==> config.mk <==
export PLATFORM = sky130hd
export DESIGN_NAME = sensor_switch_arbiter_flat
export DESIGN_NICKNAME = d
export VERILOG_FILES = /design/src/rtl/sensor_switch_arbiter_if.sv /design/src/rtl/sensor_switch_arbiter.sv /design/src/flat_wrapper.sv
export SDC_FILE = /design/constraint.sdc
export NUM_CORES = 1
export LEC_CHECK = 0
export BUFFER_PORTS_ARGS = -buffer_cell sky130_fd_sc_hd__buf_4
export CORE_MARGIN = 4
export CORE_UTILIZATION = 45
export DETAILED_ROUTE_END_ITERATION = 12
export GPL_ROUTABILITY_DRIVEN = 0
export SYNTH_ARGS = -nofsm -noshare
export SYNTH_HDL_FRONTEND = slang
export SYNTH_SLANG_ARGS = --single-unit
==> constraint.sdc <==
create_clock -name clk -period 2.8 [get_ports clk]
set_input_delay 0 -clock clk [delete_from_list [all_inputs] [get_ports clk]]
set_output_delay 0 -clock clk [all_outputs]
set_load 0.01 [all_outputs]
==> src/rtl/sensor_switch_arbiter_if.sv <==
// rtl/sensor_switch_arbiter_if.sv - sensor inputs and switch-driver outputs of the arbiter
// master drives the raw sensors; slave is the arbiter itself.
interface sensor_switch_arbiter_if #(
    parameter int NCH = 3
);
    localparam int IW = (NCH > 1) ? $clog2(NCH) : 1;

    logic [NCH-1:0] sensor;
    logic [NCH-1:0] switch;
    logic [IW-1:0]  grant_id;
    logic           busy;
    logic           timeout;
    logic [NCH-1:0] lockout;

    modport master (
        output sensor,
        input  switch,
        input  grant_id,
        input  busy,
        input  timeout,
        input  lockout
    );

    modport slave (
        input  sensor,
        output switch,
        output grant_id,
        output busy,
        output timeout,
        output lockout
    );
endinterface

==> src/rtl/sensor_switch_arbiter.sv <==
// rtl/sensor_switch_arbiter.sv - round-robin single-switch arbiter with debounce and on/off timing
// At most one switch is on; grants last MIN_ON..MAX_ON cycles and are separated by a GAP.
module sensor_switch_arbiter #(
    parameter int NCH     = 3,
    parameter int DEB_CYC = 6,
    parameter int MIN_ON  = 10,
    parameter int MAX_ON  = 80,
    parameter int GAP     = 40,
    parameter int CW      = 8
) (
    input  logic                      clk,
    input  logic                      rst,
    sensor_switch_arbiter_if.slave    bus_io
);
    localparam int IW = (NCH > 1) ? $clog2(NCH) : 1;

    typedef enum logic [1:0] {
        ST_IDLE  = 2'd0,
        ST_GRANT = 2'd1,
        ST_GAP   = 2'd2
    } state_t;

    state_t          state_q;
    logic [NCH-1:0]  sync1_q;
    logic [NCH-1:0]  sync2_q;
    logic [CW-1:0]   deb_cnt_q [NCH];
    logic [CW-1:0]   deb_cnt_d [NCH];
    logic [NCH-1:0]  lockout_q;
    logic [NCH-1:0]  lockout_d;
    logic [NCH-1:0]  switch_q;
    logic [IW-1:0]   gid_q;
    logic [IW-1:0]   ptr_q;
    logic [CW-1:0]   on_cnt_q;
    logic [CW-1:0]   gap_cnt_q;
    logic            timeout_q;

    logic [NCH-1:0]  req;
    logic [IW-1:0]   pick;
    logic [IW-1:0]   ptr_next;
    logic            s_k;
    logic            max_hit;
    logic            release_now;
    logic            to_fire;

    always_comb begin
        for (int i = 0; i < NCH; i++) begin
            if (!sync2_q[i]) begin
                deb_cnt_d[i] = '0;
            end else if (deb_cnt_q[i] == CW'(DEB_CYC)) begin
                deb_cnt_d[i] = deb_cnt_q[i];
            end else begin
                deb_cnt_d[i] = deb_cnt_q[i] + CW'(1);
            end
            req[i] = (deb_cnt_q[i] == CW'(DEB_CYC)) && !lockout_q[i];
        end
    end

    // Scan offsets from the far end so the closest requester at/after ptr wins.
    always_comb begin
        pick = ptr_q;
        for (int j = NCH - 1; j >= 0; j--) begin
            if (req[(int'(ptr_q) + j) % NCH]) begin
                pick = IW'((int'(ptr_q) + j) % NCH);
            end
        end
    end

    always_comb begin
        s_k         = sync2_q[gid_q];
        max_hit     = (state_q == ST_GRANT) && (on_cnt_q == CW'(MAX_ON));
        release_now = (state_q == ST_GRANT) &&
                      (((on_cnt_q >= CW'(MIN_ON)) && !s_k) || max_hit);
        // A sensor that drops exactly at MAX_ON is a normal release, not a timeout.
        to_fire     = max_hit && s_k;
        ptr_next    = (gid_q == IW'(NCH - 1)) ? '0 : gid_q + IW'(1);
        lockout_d   = (lockout_q & sync2_q) | (to_fire ? (NCH'(1) << gid_q) : '0);
    end

    always_ff @(posedge clk or posedge rst) begin
        if (rst) begin
            sync1_q   <= '0;
            sync2_q   <= '0;
            lockout_q <= '0;
            for (int i = 0; i < NCH; i++) begin
                deb_cnt_q[i] <= '0;
            end
        end else begin
            sync1_q   <= bus_io.sensor;
            sync2_q   <= sync1_q;
            lockout_q <= lockout_d;
            for (int i = 0; i < NCH; i++) begin
                deb_cnt_q[i] <= deb_cnt_d[i];
            end
        end
    end

    always_ff @(posedge clk or posedge rst) begin
        if (rst) begin
            state_q   <= ST_IDLE;
            switch_q  <= '0;
            gid_q     <= '0;
            ptr_q     <= '0;
            on_cnt_q  <= '0;
            gap_cnt_q <= '0;
            timeout_q <= 1'b0;
        end else begin
            timeout_q <= to_fire;
            case (state_q)
                ST_IDLE: begin
                    if (|req) begin
                        state_q  <= ST_GRANT;
                        switch_q <= NCH'(1) << pick;
                        gid_q    <= pick;
                        on_cnt_q <= CW'(1);
                    end
                end
                ST_GRANT: begin
                    if (release_now) begin
                        state_q   <= ST_GAP;
                        switch_q  <= '0;
                        ptr_q     <= ptr_next;
                        gap_cnt_q <= CW'(1);
                    end else begin
                        on_cnt_q <= on_cnt_q + CW'(1);
                    end
                end
                ST_GAP: begin
                    if (gap_cnt_q == CW'(GAP)) begin
                        state_q <= ST_IDLE;
                    end else begin
                        gap_cnt_q <= gap_cnt_q + CW'(1);
                    end
                end
                default: state_q <= ST_IDLE;
            endcase
        end
    end

    assign bus_io.switch   = switch_q;
    assign bus_io.grant_id = gid_q;
    assign bus_io.busy     = (state_q != ST_IDLE);
    assign bus_io.timeout  = timeout_q;
    assign bus_io.lockout  = lockout_q;
endmodule

==> src/flat_wrapper.sv <==
// flat-port wrapper written by rule: the top's interface ports become plain ports
module sensor_switch_arbiter_flat 
#(
    parameter int NCH     = 3,
    parameter int DEB_CYC = 6,
    parameter int MIN_ON  = 10,
    parameter int MAX_ON  = 80,
    parameter int GAP     = 40,
    parameter int CW      = 8
)
  (clk, rst, bus_io_sensor, bus_io_switch, bus_io_grant_id, bus_io_busy, bus_io_timeout, bus_io_lockout);
  sensor_switch_arbiter_if #(.NCH(NCH)) bus_io_i ();
  input  logic clk;
  input  logic rst;
  input wire logic [$bits(bus_io_i.sensor)-1:0] bus_io_sensor;
  output wire logic [$bits(bus_io_i.switch)-1:0] bus_io_switch;
  output wire logic [$bits(bus_io_i.grant_id)-1:0] bus_io_grant_id;
  output wire logic [$bits(bus_io_i.busy)-1:0] bus_io_busy;
  output wire logic [$bits(bus_io_i.timeout)-1:0] bus_io_timeout;
  output wire logic [$bits(bus_io_i.lockout)-1:0] bus_io_lockout;
  assign bus_io_i.sensor = bus_io_sensor;
  assign bus_io_switch = bus_io_i.switch;
  assign bus_io_grant_id = bus_io_i.grant_id;
  assign bus_io_busy = bus_io_i.busy;
  assign bus_io_timeout = bus_io_i.timeout;
  assign bus_io_lockout = bus_io_i.lockout;
  sensor_switch_arbiter #(.NCH(NCH), .DEB_CYC(DEB_CYC), .MIN_ON(MIN_ON), .MAX_ON(MAX_ON), .GAP(GAP), .CW(CW)) u_core (.clk(clk), .rst(rst), .bus_io(bus_io_i));
endmodule
# Word level (Yosys, flattened, before mapping)
# Index checks and enable logic that the tools add are counted.
[classes]
addsub = 8
mul = 0
div = 3
order_cmp = 5
n_eq_ne = 16
shift = 2
muxes = 35
bitwise_logic = 2
reduce_logical = 23
[op_table]
columns = ["cell", "count"]
rows = [
  ["32-bit by 4-bit < comparator with 1-bit output (second input constant)", 3],
  ["8-bit two-way mux", 10],
  ["32-bit by 3-bit remainder unit with 32-bit output (second input constant)", 2],
  ["8-bit by 1-bit adder with 8-bit output (second input constant)", 5],
  ["3-bit by 3-bit remainder unit with 32-bit output (second input constant)", 1],
  ["8-bit case mux with 2 select lines", 2],
  ["8-bit by 3-bit == test with 1-bit output (second input constant)", 3],
  ["2-bit two-way mux", 7],
  ["3-bit AND reduction", 4],
  ["2-bit inequality test (second input constant)", 5],
  ["3-bit two-way mux", 3],
  ["1-bit binary-select mux with 2-bit select", 4],
  ["8-bit by 6-bit == test with 1-bit output (second input constant)", 1],
  ["8-bit by 7-bit == test with 1-bit output (second input constant)", 1],
  ["8-bit by 4-bit >= comparator with 1-bit output (second input constant)", 1],
  ["1-bit logical AND", 7],
  ["1-bit two-way mux", 7],
  ["2-bit by 1-bit inequality test with 1-bit output (second input constant)", 3],
  ["2-bit case mux with 3 select lines", 1],
  ["3-bit case mux with 2 select lines", 1],
  ["2-bit nonzero test", 3],
  ["1-bit by 2-bit left shift with 3-bit output (first input constant)", 2],
  ["2-bit == test (second input constant)", 2],
  ["1-bit logical NOT", 4],
  ["other kinds (11)", 12],
]
[word_totals]
register_bits = 59
latch_bits = 0
mem_bits_rw = 0
rom_bits = 0
output_inout_bits = 10
n_memories = 0

# Logic depth before layout (Yosys ltp)
[depth]
depth_word = 11
depth_mapped = 9
mapped_depth_nobuf = 8

# Worst setup path before layout
# Ideal clock, no wire load.
[synth_path]
path_type = "register to register"
from = "reg u_core.deb_cnt_q[8] (netlist bit)"
to = "reg u_core.on_cnt_q[7]"
setup_time_ps = 133
arrival_ps = 1846
t_required_ps = 2667
slack_ps = 821
stages_incl_launch_ff = 9
n_path_buf = 0
synth_period_minus_slack_ps = 1979
cell_sequence = "dfrtp_1 inv_1 ha_1 nor4b_4 nand2_4 a41o_4 a2111oi_4 xnor2_1 nor2_1"
[synth_between]
elab_chain_len = 5
[synth_rtl]
columns = ["item", "line", "source"]
rows = [
  ["from (decl)", "sensor_switch_arbiter.sv:26", "logic [CW-1:0] deb_cnt_q [NCH];"],
  ["from (signal, indexed assignment)", "sensor_switch_arbiter.sv:92", "deb_cnt_q[i] <= deb_cnt_d[i];"],
  ["8-bit by 3-bit == test with 1-bit output", "sensor_switch_arbiter.sv:54", "req[i] = (deb_cnt_q[i] == CW'(DEB_CYC)) && !lockout_q[i];"],
  ["1-bit logical AND", "sensor_switch_arbiter.sv:54", ""],
  ["3-bit OR reduction", "sensor_switch_arbiter.sv:110", "if (|req) begin"],
  ["2-bit by 1-bit inequality test with 1-bit output (no source line)", "-", ""],
  ["3-bit AND reduction (no source line)", "-", ""],
  ["to (signal assigned)", "sensor_switch_arbiter.sv:124", "on_cnt_q <= on_cnt_q + CW'(1);"],
  ["to (decl)", "sensor_switch_arbiter.sv:33", "logic [CW-1:0] on_cnt_q;"],
]
# Every way passes these cells.
# A chain may end at the register's enable or synchronous reset.

# Final worst setup path
[layout_path]
from = "reg u_core.deb_cnt_q[0] (netlist bit)"
to = "reg u_core.on_cnt_q[7]"
# Same word-level chain as after synthesis.

==> flow_summary.ini <==
[placement]
dpl.hpwl_um = 4477
place_area_um2 = 3561
pre_cts_slack_ps = 649.0
numPortBuffers = 14

[job]
max_cap_violations = 0

[worst_setup_path]
crit_slowest_cell = dfrtp_1
crit_buf_inv = 1
reg2reg_slack_ps = 640
end_kind = register
slowest_delay_ps = 400
arrival_ps = 2360
worst_path_dominant_cell_family = compound AO/OA/AOI/OAI gates
required_ps = 3000
worstSetupPathType = reg2reg
cp-start-kind = register
path_max_fanout = 8
path_cells = inv_1 > ha_1 > nor4b_4 > nand2_2 > a41o_4 > a2111oi_4 > xnor2_1 > nor2_1

[timing]
finalCritPeriodShare = 0.7719
slew_violations = 0
hold_violations = 0
worst_pin_slew_ps = 992.8
final-setup-viol-count = 0
fmax_mhz = 462.7
relSlewSlack = 0.3372
fin_crit_ps = 2161
rsz0062_at_grt = false
final.setup_skew_ps = 9.907
timing.final.ws_setup_ps = 638.7
setup_tns_ps = 0

[final_layout]
antenna_cells = 0
nNetsFinal = 375
seqCellArea_um2 = 1476
fill_cells = 695
drive_above_1_share = 0.1421
finalInstanceArea_um2 = 3795
final_cell_mix = dfrtp_1 (59), nand2_1 (30), nand3_1 (22)
synthToLayoutAreaGrowth_pct = 13.94
final_common_cell = dfrtp_1
multi_input_area_um2 = 1758

[floorplan]
rows = 31
die_area_um2 = 8842
pin_count = 15
core_um2 = 7214
die_x_um = 94.03
die_h_um = 94.03
initial_core_util = 0.4617

[logic_synthesis]
synth.avg_cell_area_um2 = 10.15
ys_types = 51
yosysWarnings = 0
ys_ff_latch = 59
ys_async_sr_fraction = 1.000
synth_area_um2 = 3331
synth-edff-count = 0
synth_nets = 349
syn_inst = 328
ys_top_cells_by_area = dfrtp_1 (44%), ha_1 (6.0%), xnor2_1 (4.5%)
synth_top_area_frac = 0.4433
ys.flop_type = dfrtp_1
synth_area_leader_cell = dfrtp_1
seq_area_frac_synth = 0.4433

[clock_network]
clk_pin_slew_ps = 70
cts_made_buffers = 9
cts_resized = 0
post_cts_buffers = 0
root_buffer = clkbuf_8
htreeDepth = 3
insertion_delay_ps = 340
cts_sinks = 59
cts_max_path_buffers = 2
hold_buffers = 4
cts_tree = built

[global_routing]
grt.total_usage = 0.1631
grt_max_degree = 47
globalRouteOverflowTotal = 0
grt_pass1_wl_um = 11320
grt_pass1_vias = 2355
antenna_found_initial = 0

[detailed_routing]
wl_per_cell_um = 14.01
final_antenna_net_count = 0
dr.pass1.iters = 4
first_iter_violations = 121
drc = 0
drt_wl_total_um = 6417
viasPerCell = 5.319
dr_total_vias = 2436

[status]
status = complete, no violations

[power_and_ir_drop]
power_density_nw_per_um2 = 581.6
max-vdd-ir-drop_v = 0.0003502
p_leak_nw = 1.668

[hold_path]
holdCritPathClass = in2reg
[state kept, by name, summed over array words and instances, names as in the netlist]
signal                  count
u_core.deb_cnt_q           24
u_core.bus_io.timeout       1
u_core.bus_io.grant_id      2
u_core.on_cnt_q             8
u_core.sync2_q              3
u_core.bus_io.lockout       3
u_core.ptr_q                2
u_core.bus_io.switch        3
u_core.gap_cnt_q            8
u_core.state_q              2
u_core.sync1_q              3
[metrics by stage]
step                      std cells  hold slack [ps]    util  power [W]
after floorplan                 328            31.43       -   0.001332
after global placement          438            110.3  0.4936   0.001453
after detailed placement        438            110.6  0.4936   0.001459
after CTS                       458            292.5  0.5260   0.002245
after global routing            458            304.5  0.5260   0.002350
final                           458            313.7  0.5260   0.002207
[cell usage after synthesis (all sizes together) (2+ instances only)]
master   count
a2111oi      2
a211oi       4
a21boi       6
a21oi        9
a22o         3
a31oi        8
and2        15
and3         7
buf          3
clkbuf       4
dfrtp       59
ha          16
inv         18
mux2         2
mux2i        2
nand2       32
nand2b       4
nand3       22
nand3b       2
nand4        4
nor2        19
nor2b        4
nor3         2
nor3b        4
nor4b        6
nor4bb       2
o211a        3
o21a         3
o21ai       19
o31ai        6
o41ai        2
or2          2
or3          4
xnor2       17
xor2         2
[where the power goes]
group | internal (W) | switching [W] | total, W
Sequential | 0.000912 | 0.0000776 | 0.000989
Clock | 0.000431 | 0.000331 | 0.000762
Combinational | 0.000188 | 0.000268 | 0.000456
[worst paths after layout]
| check | end | startpoint | cells past startpoint |
|---|---|---|---|
| min | u_core.sync1_q[2]$_DFF_PP0_ | bus_io_sensor[2] | 2 |
| min reg2reg | u_core.sync2_q[1]$_DFF_PP0_ | u_core.sync1_q[1]$_DFF_PP0_ | 0 |
| max in group asynchronous | u_core.bus_io.grant_id[0]$_DFFE_PP0P_ | rst | 4 |
| max | u_core.on_cnt_q[7]$_DFFE_PP0P_ | u_core.deb_cnt_q[0]$_DFFE_PP0P_ | 8 |
| min in group asynchronous | u_core.sync1_q[2]$_DFF_PP0_ | rst | 3 |
| max reg2reg | u_core.on_cnt_q[7]$_DFFE_PP0P_ | u_core.deb_cnt_q[0]$_DFFE_PP0P_ | 8 |
[logic make-up after synthesis]
kind of cell               after synthesis  share of synthesized area
buffers and inverters                   25                    0.02892
and+or+nand+nor                        130                     0.2363
DFF                                     59                     0.4433
AOI/OAI and AO/OA                       75                     0.1687
adders and majority gates               16                    0.06010
xor gates and xnor gates                19                    0.04996
muxes                                    4                    0.01277
[final cells by class]
| class | instances | area share |
|---|---|---|
| Inverter | 18 | 0.01780 |
| Sequential cell | 59 | 0.3891 |
| Clock inverter | 5 | 0.01385 |
| Multi-Input combinational cell | 244 | 0.4632 |
| Clock buffer | 11 | 0.03726 |
| Timing Repair Buffer | 22 | 0.04616 |
| Tap cell | 99 | 0.03264 |
[per-layer routing]
| metal | global-route usage | vias up | wire [um] |
|---|---|---|---|
| li1 | - | 1219 | - |
| met5 | 0 | - | 0 |
| met4 | 0.06378 | 0 | 114 |
| met2 | 0.2549 | 34 | 3044 |
| met3 | 0.04567 | 11 | 204 |
| met1 | 0.2135 | 1172 | 3054 |
Note: power is estimated with default switching activity, not from simulation.
